$ cat src/rtl/cga_mac_apos_gen.sv
`default_nettype none
// ============================================================================
// Module   : cga_mac_apos_gen
// Purpose  : Address sequencer feeding ICA_15_0 into the MAC capture stage.
// Revision : 1.0
// ============================================================================
module cga_mac_apos_gen #(
  parameter logic [9:0] ECC_ADDR = 10'h04D,
  parameter int         STRIDE_W = 4
) (
  input  logic                MCLK,
  input  logic                RESETN,
  input  logic                START,
  input  logic [15:0]         BASE_15_0,
  input  logic [7:0]          CNT_7_0,
  input  logic [STRIDE_W-1:0] STRIDE,
  input  logic                DEC,
  input  logic                ABORT,
  input  logic                AACK,
  input  logic                ECCRHIN,
  output logic [15:0]         ICA_15_0,
  output logic                AVAL,
  output logic                ECCR,
  output logic                BUSY,
  output logic                DONE,
  output logic                WRAP
);

  typedef enum logic [1:0] {
    S_IDLE  = 2'd0,
    S_ISSUE = 2'd1,
    S_FIN   = 2'd2
  } state_t;

  state_t              r_state, w_stateNext;
  logic [15:0]         r_ica, w_icaNext;
  logic [8:0]          r_rem, w_remNext;
  logic [STRIDE_W-1:0] r_stride, w_strideNext;
  logic                r_dec, w_decNext;
  logic                r_aval, w_avalNext;
  logic                r_busy, w_busyNext;
  logic                r_done, w_doneNext;
  logic                r_wrap, w_wrapNext;

  logic [16:0]         w_step;
  logic [16:0]         w_stepped;
  logic [STRIDE_W-1:0] w_strideIn;

  // Bit 16 of the 17-bit result is the carry (add) or borrow (subtract).
  assign w_step     = {{(17-STRIDE_W){1'b0}}, r_stride};
  assign w_stepped  = r_dec ? ({1'b0, r_ica} - w_step) : ({1'b0, r_ica} + w_step);
  assign w_strideIn = (STRIDE == '0) ? {{(STRIDE_W-1){1'b0}}, 1'b1} : STRIDE;

  always_comb begin
    w_stateNext  = r_state;
    w_icaNext    = r_ica;
    w_remNext    = r_rem;
    w_strideNext = r_stride;
    w_decNext    = r_dec;
    w_avalNext   = r_aval;
    w_busyNext   = r_busy;
    w_doneNext   = 1'b0;
    w_wrapNext   = r_wrap;
    case (r_state)
      S_IDLE: begin
        if (START) begin
          w_stateNext  = S_ISSUE;
          w_icaNext    = BASE_15_0;
          w_remNext    = {(CNT_7_0 == 8'd0), CNT_7_0};
          w_strideNext = w_strideIn;
          w_decNext    = DEC;
          w_wrapNext   = 1'b0;
          w_avalNext   = 1'b1;
          w_busyNext   = 1'b1;
        end
      end
      S_ISSUE: begin
        // Abort wins over a coincident acknowledge; that address is not consumed.
        if (ABORT) begin
          w_stateNext = S_IDLE;
          w_avalNext  = 1'b0;
          w_busyNext  = 1'b0;
        end else if (AACK) begin
          if (r_rem > 9'd1) begin
            w_icaNext  = w_stepped[15:0];
            w_remNext  = r_rem - 9'd1;
            w_wrapNext = r_wrap | w_stepped[16];
          end else begin
            w_stateNext = S_FIN;
            w_remNext   = 9'd0;
            w_avalNext  = 1'b0;
            w_busyNext  = 1'b0;
            w_doneNext  = 1'b1;
          end
        end
      end
      S_FIN: begin
        w_stateNext = S_IDLE;
      end
      default: begin
        w_stateNext = S_IDLE;
        w_avalNext  = 1'b0;
        w_busyNext  = 1'b0;
      end
    endcase
  end

  always_ff @(posedge MCLK or negedge RESETN) begin
    if (!RESETN) begin
      r_state  <= S_IDLE;
      r_ica    <= 16'd0;
      r_rem    <= 9'd0;
      r_stride <= '0;
      r_dec    <= 1'b0;
      r_aval   <= 1'b0;
      r_busy   <= 1'b0;
      r_done   <= 1'b0;
      r_wrap   <= 1'b0;
    end else begin
      r_state  <= w_stateNext;
      r_ica    <= w_icaNext;
      r_rem    <= w_remNext;
      r_stride <= w_strideNext;
      r_dec    <= w_decNext;
      r_aval   <= w_avalNext;
      r_busy   <= w_busyNext;
      r_done   <= w_doneNext;
      r_wrap   <= w_wrapNext;
    end
  end

  assign ICA_15_0 = r_ica;
  assign AVAL     = r_aval;
  assign BUSY     = r_busy;
  assign DONE     = r_done;
  assign WRAP     = r_wrap;
  assign ECCR     = r_aval & ~ECCRHIN & (r_ica[9:0] == ECC_ADDR);

endmodule
`default_nettype wire

$ cat config.mk
export PLATFORM = sky130hd
export DESIGN_NAME = cga_mac_apos_gen
export DESIGN_NICKNAME = d
export VERILOG_FILES = /design/src/rtl/cga_mac_apos_gen.sv
export SDC_FILE = /design/constraint.sdc
export NUM_CORES = 1
export LEC_CHECK = 0
export BUFFER_PORTS_ARGS = -buffer_cell sky130_fd_sc_hd__buf_2
export CORE_MARGIN = 3
export CORE_UTILIZATION = 51
export CTS_CLUSTER_DIAMETER = 50
export CTS_CLUSTER_SIZE = 8
export DETAILED_ROUTE_END_ITERATION = 8
export HOLD_SLACK_MARGIN = 0.15
export PLACE_DENSITY = 0.75
export SKIP_CTS_REPAIR_TIMING = 1
export SLEW_MARGIN = 40
export SYNTH_ARGS = -nofsm -noshare
export SYNTH_HDL_FRONTEND = slang
export SYNTH_SLANG_ARGS = --single-unit
$ cat constraint.sdc
create_clock -name MCLK -period 4 [get_ports MCLK]
set_clock_uncertainty 0.2 [all_clocks]
set_input_delay 1.2 -clock MCLK [delete_from_list [all_inputs] [get_ports MCLK]]
set_output_delay 1.2 -clock MCLK [all_outputs]
set_load 0.05 [all_outputs]
==> flow_summary.yaml, run 1 <==
worst_setup_path:
  reg2reg_depth: 11
  timing.rr.end: "ICA_15_0[13]"
  slowest_stage: "or4b_2"
  crit_chain: "or4b_2 -> nor3_1 -> buf_2"
  max_stage_delay_ns: 0.75
  startpoint_type: "flip-flop"
  endpoint_kind: "output pin"
  cp_max_fo: 5
  critPathArrivalTime_ns: 1.93
  cp.required_ns: 2.60
  rr_startpoint: "r_stride[2]"
  path_class: "reg -> out"
  rrSetupSlack_ns: 0.68
finish:
  syn_to_final_growth_pct: 15.5
  final_nets: 423
  utilization: 0.623
  antenna_cells: 0
  drive_gt1_frac: 0.213
power:
  ir_worst_vdd_v: 0.000481
  cellPowerDensity_nw_per_um2: 963
  p_leak_nw: 1.41
timing:
  max_freq_ghz: 0.301
  finalCritPeriodShare: 0.832
  worst_pin_slew_ns: 0.733
  max-slew-margin-rel: 0.510
  setup_tns_ns: 0
  maxSlewViolCount: 0
  rsz0062_at_grt: "no"
  hold_viol: 0
  finalSetupViolCount: 0
  layout_min_cycle_time_ns: 3.33
drt:
  wire_per_inst_um: 15.0
  viasPerCell: 5.68
  wl_um: 6490
  drtPass1Iterations: 4
  vias: 2461
  drt-initial-drc-count: 199
  drc: 0
  ant_nets: 0
placement:
  io_buffers: 55
  hpwl_um: 4850
  gp_congestion: 0.884
die:
  dieArea_um2: 6020
  fp.dieH_um: 77.6
  rows: 25
  coreArea_um2: 4850
  ios: 56
  start_util: 0.539
  die_x_um: 77.6
synthesis:
  ys_seq_area_frac: 0.335
  ys_seq_elements: 35
  synth_area_um2: 2620
  syn_inst: 313
  syn_area_per_cell_um2: 8.35
  synthTopCellsByCount: "nand2_1 (37), a21oi_1 (36), dfrtp_1 (35)"
  yosys_warnings: 0
  synth_flop_cell: "dfrtp_1"
  synth_top_area_frac: 0.335
  yosys-top-cells-area: "dfrtp_1 (33%), ha_1 (11%), a21oi_1 (6.9%), nand2_1 (5.3%), o21ai_0 (4.6%)"
  synth_cell_types: 55
  synth_fp_nets: 371
  synth-edff-count: 0
  synth_most_common_cell: "nand2_1"
  yosys.area.top_type: "dfrtp_1"
  synthArstFlopShare: 1.00
outcome:
  status: "finished clean"
clocking:
  path_clk_slew_ns: 0.08
  cts-root-buf: "clkbuf_8"
  ctsLongestPathBuffers: 2
  cts_max_level: 2
  clk_latency_ns: 0.30
  clock_sinks: 35
  cts_tree: "done"
  cts_buffers: 5
hold_path:
  worstHoldStart: "r_rem[7]"
  hold_path_end: "r_rem[7]"
  hold_path_depth: 2
  hold_class: "reg -> reg"
global_route:
  track_usage: 0.221
  grt_max_degree: 36
  antenna_found_initial: 0
  grt-ovfl-total: 0
  grt_pass1_wl_um: 10600
  grt_pass1_vias: 2216
flow_run:
  maxCapViolCount: 0
==> state kept, by name, indices dropped and copies added (netlist names) <==
signal    count
BUSY          1
DONE          1
ICA_15_0     16
WRAP          1
r_dec         1
r_rem         9
r_state       2
r_stride      4
==> worst max path at each step <==
stage / from / endpoint / cells past startpoint
2_1_floorplan: ECCRHIN / ECCR / 2
3_3_place_gp: ECCRHIN / ECCR / 4
3_5_place_dp: ECCRHIN / ECCR / 4
4_1_cts: ICA_15_0[5] / ECCR / 3
5_1_grt: r_stride[2] / ICA_15_0[13] / 11
6_report: ICA_15_0[5] / ECCR / 3
==> worst max-delay path, delay by kind of cell (launching register included) <==
kind / cells / cell delay [ns]
flip-flops: 1 / 0.44
buffers and inverters: 1 / 0.29
AND/OR/NAND/NOR: 2 / 0.90
==> power by group <==
| group | switching [mW] | internal [mW] | total [mW] |
|---|---|---|---|
| clock network | 0.137 | 0.122 | 0.259 |
| logic | 1.25 | 0.737 | 1.99 |
| registers | 0.161 | 0.500 | 0.661 |
==> logic make-up after synthesis <==
| kind of cell | Yosys count | synth area share |
|---|---|---|
| AOI/OAI and AO/OA | 109 | 0.255 |
| adders and majority gates | 23 | 0.113 |
| DFF | 35 | 0.335 |
| xor gates and xnor gates | 9 | 0.0301 |
| and+or+nand+nor | 108 | 0.203 |
| muxes | 6 | 0.0244 |
| buffers and inverters | 23 | 0.0397 |
==> layer usage <==
metal / GRT usage / part of all wire
met1: 0.311 / 0.48
met2: 0.338 / 0.45
met3: 0.0522 / 0.051
met4: 0.0623 / 0.014
met5: 0 / 0
==> through the flow <==
step	power [mW]	hold WS (ns)	instance area, um2	worst slack, ns	cells
2_1_floorplan	2.22	0.271	2620	0.129	313
3_3_place_gp	2.59	0.304	2930	0.702	425
3_5_place_dp	2.64	0.305	2930	0.691	425
4_1_cts	2.90	0.323	3020	0.681	433
5_1_grt	3.16	0.360	3020	0.452	433
6_report	2.91	0.321	3020	0.674	433
==> cells in the final DEF (no fill, tap or decap), drive strengths merged, types with 6 or more instances in the layout <==
master / count
a21oi: 36
a21o: 8
xnor2: 6
o21ai: 31
nand3: 6
nor3: 11
a211oi: 6
nor2: 29
nand2: 37
clkbuf: 6
a31oi: 6
ha: 22
dfrtp: 35
inv: 10
buf: 58
==> final cells by class <==
| class | count | area [um2] |
|---|---|---|
| clock buffers | 6 | 72.6 |
| clock inverters | 2 | 12.5 |
| fillers | 445 | 1830 |
| inverters | 10 | 37.5 |
| multi-input cells | 255 | 1640 |
| flip-flops and latches | 35 | 876 |
| well taps | 67 | 83.8 |
| repair buffers | 58 | 300 |
(Power assumes the default switching activity.)
==> run 2, diff against run 1 <==
==> constraint.sdc (replaced) <==
create_clock -name MCLK -period 3.1 [get_ports MCLK]
set_clock_uncertainty 0.2 [all_clocks]
set_input_delay 0.93 -clock MCLK [delete_from_list [all_inputs] [get_ports MCLK]]
set_output_delay 0.93 -clock MCLK [all_outputs]
set_load 0.05 [all_outputs]
==> flow_summary.yaml, run 2 (synthesized netlist as in run 1, its figures left out) <==
outcome:
  status: "finished clean"
power:
  clkPwrFrac: 0.087
  ir_worst_vdd_v: 0.000563
  intPower_mw: 1.87
  p_comb_frac: 0.696
  switchingPower_mw: 2.06
  cellPowerDensity_nw_per_um2: 1260
  sw_frac_of_total: 0.525
  pwr-share-seq: 0.217
  p_leak_nw: 1.45
clocking:
  path_clk_slew_ns: 0.07
  cts_max_level: 2
  clk_latency_ns: 0.29
  cts_tree: "done"
  clock_sinks: 35
  cts_buffers: 5
  cts-root-buf: "clkbuf_8"
  ctsLongestPathBuffers: 2
finish:
  drive_gt1_frac: 0.252
  fin_cells: 436
  utilization: 0.644
  antenna_cells: 0
  finalInstanceArea_um2: 3120
  syn_to_final_growth_pct: 19.4
  final_common_cell: "buf_2"
  largest_reg_flops: 16
  mostFrequentLayoutCells: "buf_2 (53), nand2_1 (37), dfrtp_1 (35)"
  final_nets: 427
placement:
  placed_area_um2: 2970
  hpwl_um: 4840
  place_worst_setup_slack_ns: -0.0677
  gp_congestion: 0.846
  dp_cells: 429
  io_buffers: 55
global_route:
  grt_pass1_vias: 2388
  grt_pass1_wl_um: 11100
  track_usage: 0.229
  antenna_found_initial: 0
  grt-ovfl-total: 0
  grt_max_degree: 36
timing:
  max-slew-margin-rel: 0.527
  finalCritPeriodShare: 0.966
  setup_tns_ns: 0
  hold_viol: 0
  layout_min_cycle_time_ns: 3.00
  worst_slack_ns: 0.105
  rsz0062_at_grt: "yes"
  maxSlewViolCount: 0
  worst_pin_slew_ns: 0.708
  finalSetupViolCount: 0
  max_freq_ghz: 0.334
worst_setup_path:
  timing.rr.end: "ICA_15_0[13]"
  endpoint_kind: "output pin"
  critPathArrivalTime_ns: 1.87
  crit_path_start: "ICA_15_0[1]"
  cp-endpoint: "ECCR"
  reg2reg_depth: 11
  rrSetupSlack_ns: 0.11
  cp_max_fo: 5
  rr_startpoint: "r_stride[2]"
  path_class: "reg -> out"
  startpoint_type: "flip-flop"
  cp.required_ns: 1.97
die:
  rows: 25
  ios: 56
  fp.dieH_um: 77.6
  die_x_um: 77.6
  dieArea_um2: 6020
  coreArea_um2: 4850
  start_util: 0.539
drt:
  ant_nets: 0
  highest-signal-layer: "met4"
  viasPerCell: 5.75
  drc: 0
  met1Wirelength_um: 2840
  drtPass1Iterations: 4
  wl_um: 6540
  dr_wl_met2_um: 3220
  wire_per_inst_um: 15.0
  vias: 2508
  wl_met3_um: 379
  drt-initial-drc-count: 115
flow_run:
  maxCapViolCount: 0
hold_path:
  hold_class: "reg -> reg"
## run 2: per-layer routing
| layer | vias up | GRT usage |
|---|---|---|
| met5 | - | 0 |
| met4 | 0 | 0.0783 |
| met3 | 8 | 0.0441 |
| met2 | 69 | 0.371 |
| met1 | 1173 | 0.305 |
| li1 | 1258 | - |
## run 2: cell type report
type,instances,area [um2]
tap,67,83.8
inverter,10,37.5
multi-input combinational,255,1710
sequential,35,876
timing repair buffer,62,333
clock buffer,6,82.6
fill,442,1730
clock inverter,1,5.00
## run 2: critical path, cell delays in order (launching register included)
cell and delay (ns):
dfrtp_1 0.44, or4b_2 0.72, nor3_4 0.17, clkbuf_4 0.24
## run 2: stage by stage
stage          power [mW]  hold slack (ns)
5_1_grt              4.28            0.355
3_3_place_gp         3.40            0.292
2_1_floorplan        2.87            0.271
3_5_place_dp         3.46            0.313
6_report             3.93            0.331
4_1_cts              3.81            0.327
## run 2: worst min path at each step
stage / startpoint / endpoint / slack [ns] / cells past startpoint
final: r_state[0] / BUSY / 0.33 / 1
after detailed placement: r_rem[6] / r_rem[6] / 0.31 / 2
after global placement: r_rem[6] / r_rem[6] / 0.29 / 2
after global routing: r_rem[3] / r_rem[3] / 0.35 / 1
after floorplan: r_rem[6] / r_rem[6] / 0.27 / 2
after CTS: r_rem[6] / r_rem[6] / 0.33 / 2
## run 2: power by group through the flow
stage / Clock (mW) / Sequential (mW) / Combinational (mW)
3_3_place_gp: 0 / 0.845 / 2.56
2_1_floorplan: 0 / 1.20 / 1.68
6_report: 0.341 / 0.852 / 2.73
4_1_cts: 0.351 / 0.846 / 2.61
3_5_place_dp: 0 / 0.853 / 2.60
5_1_grt: 0.365 / 0.886 / 3.03
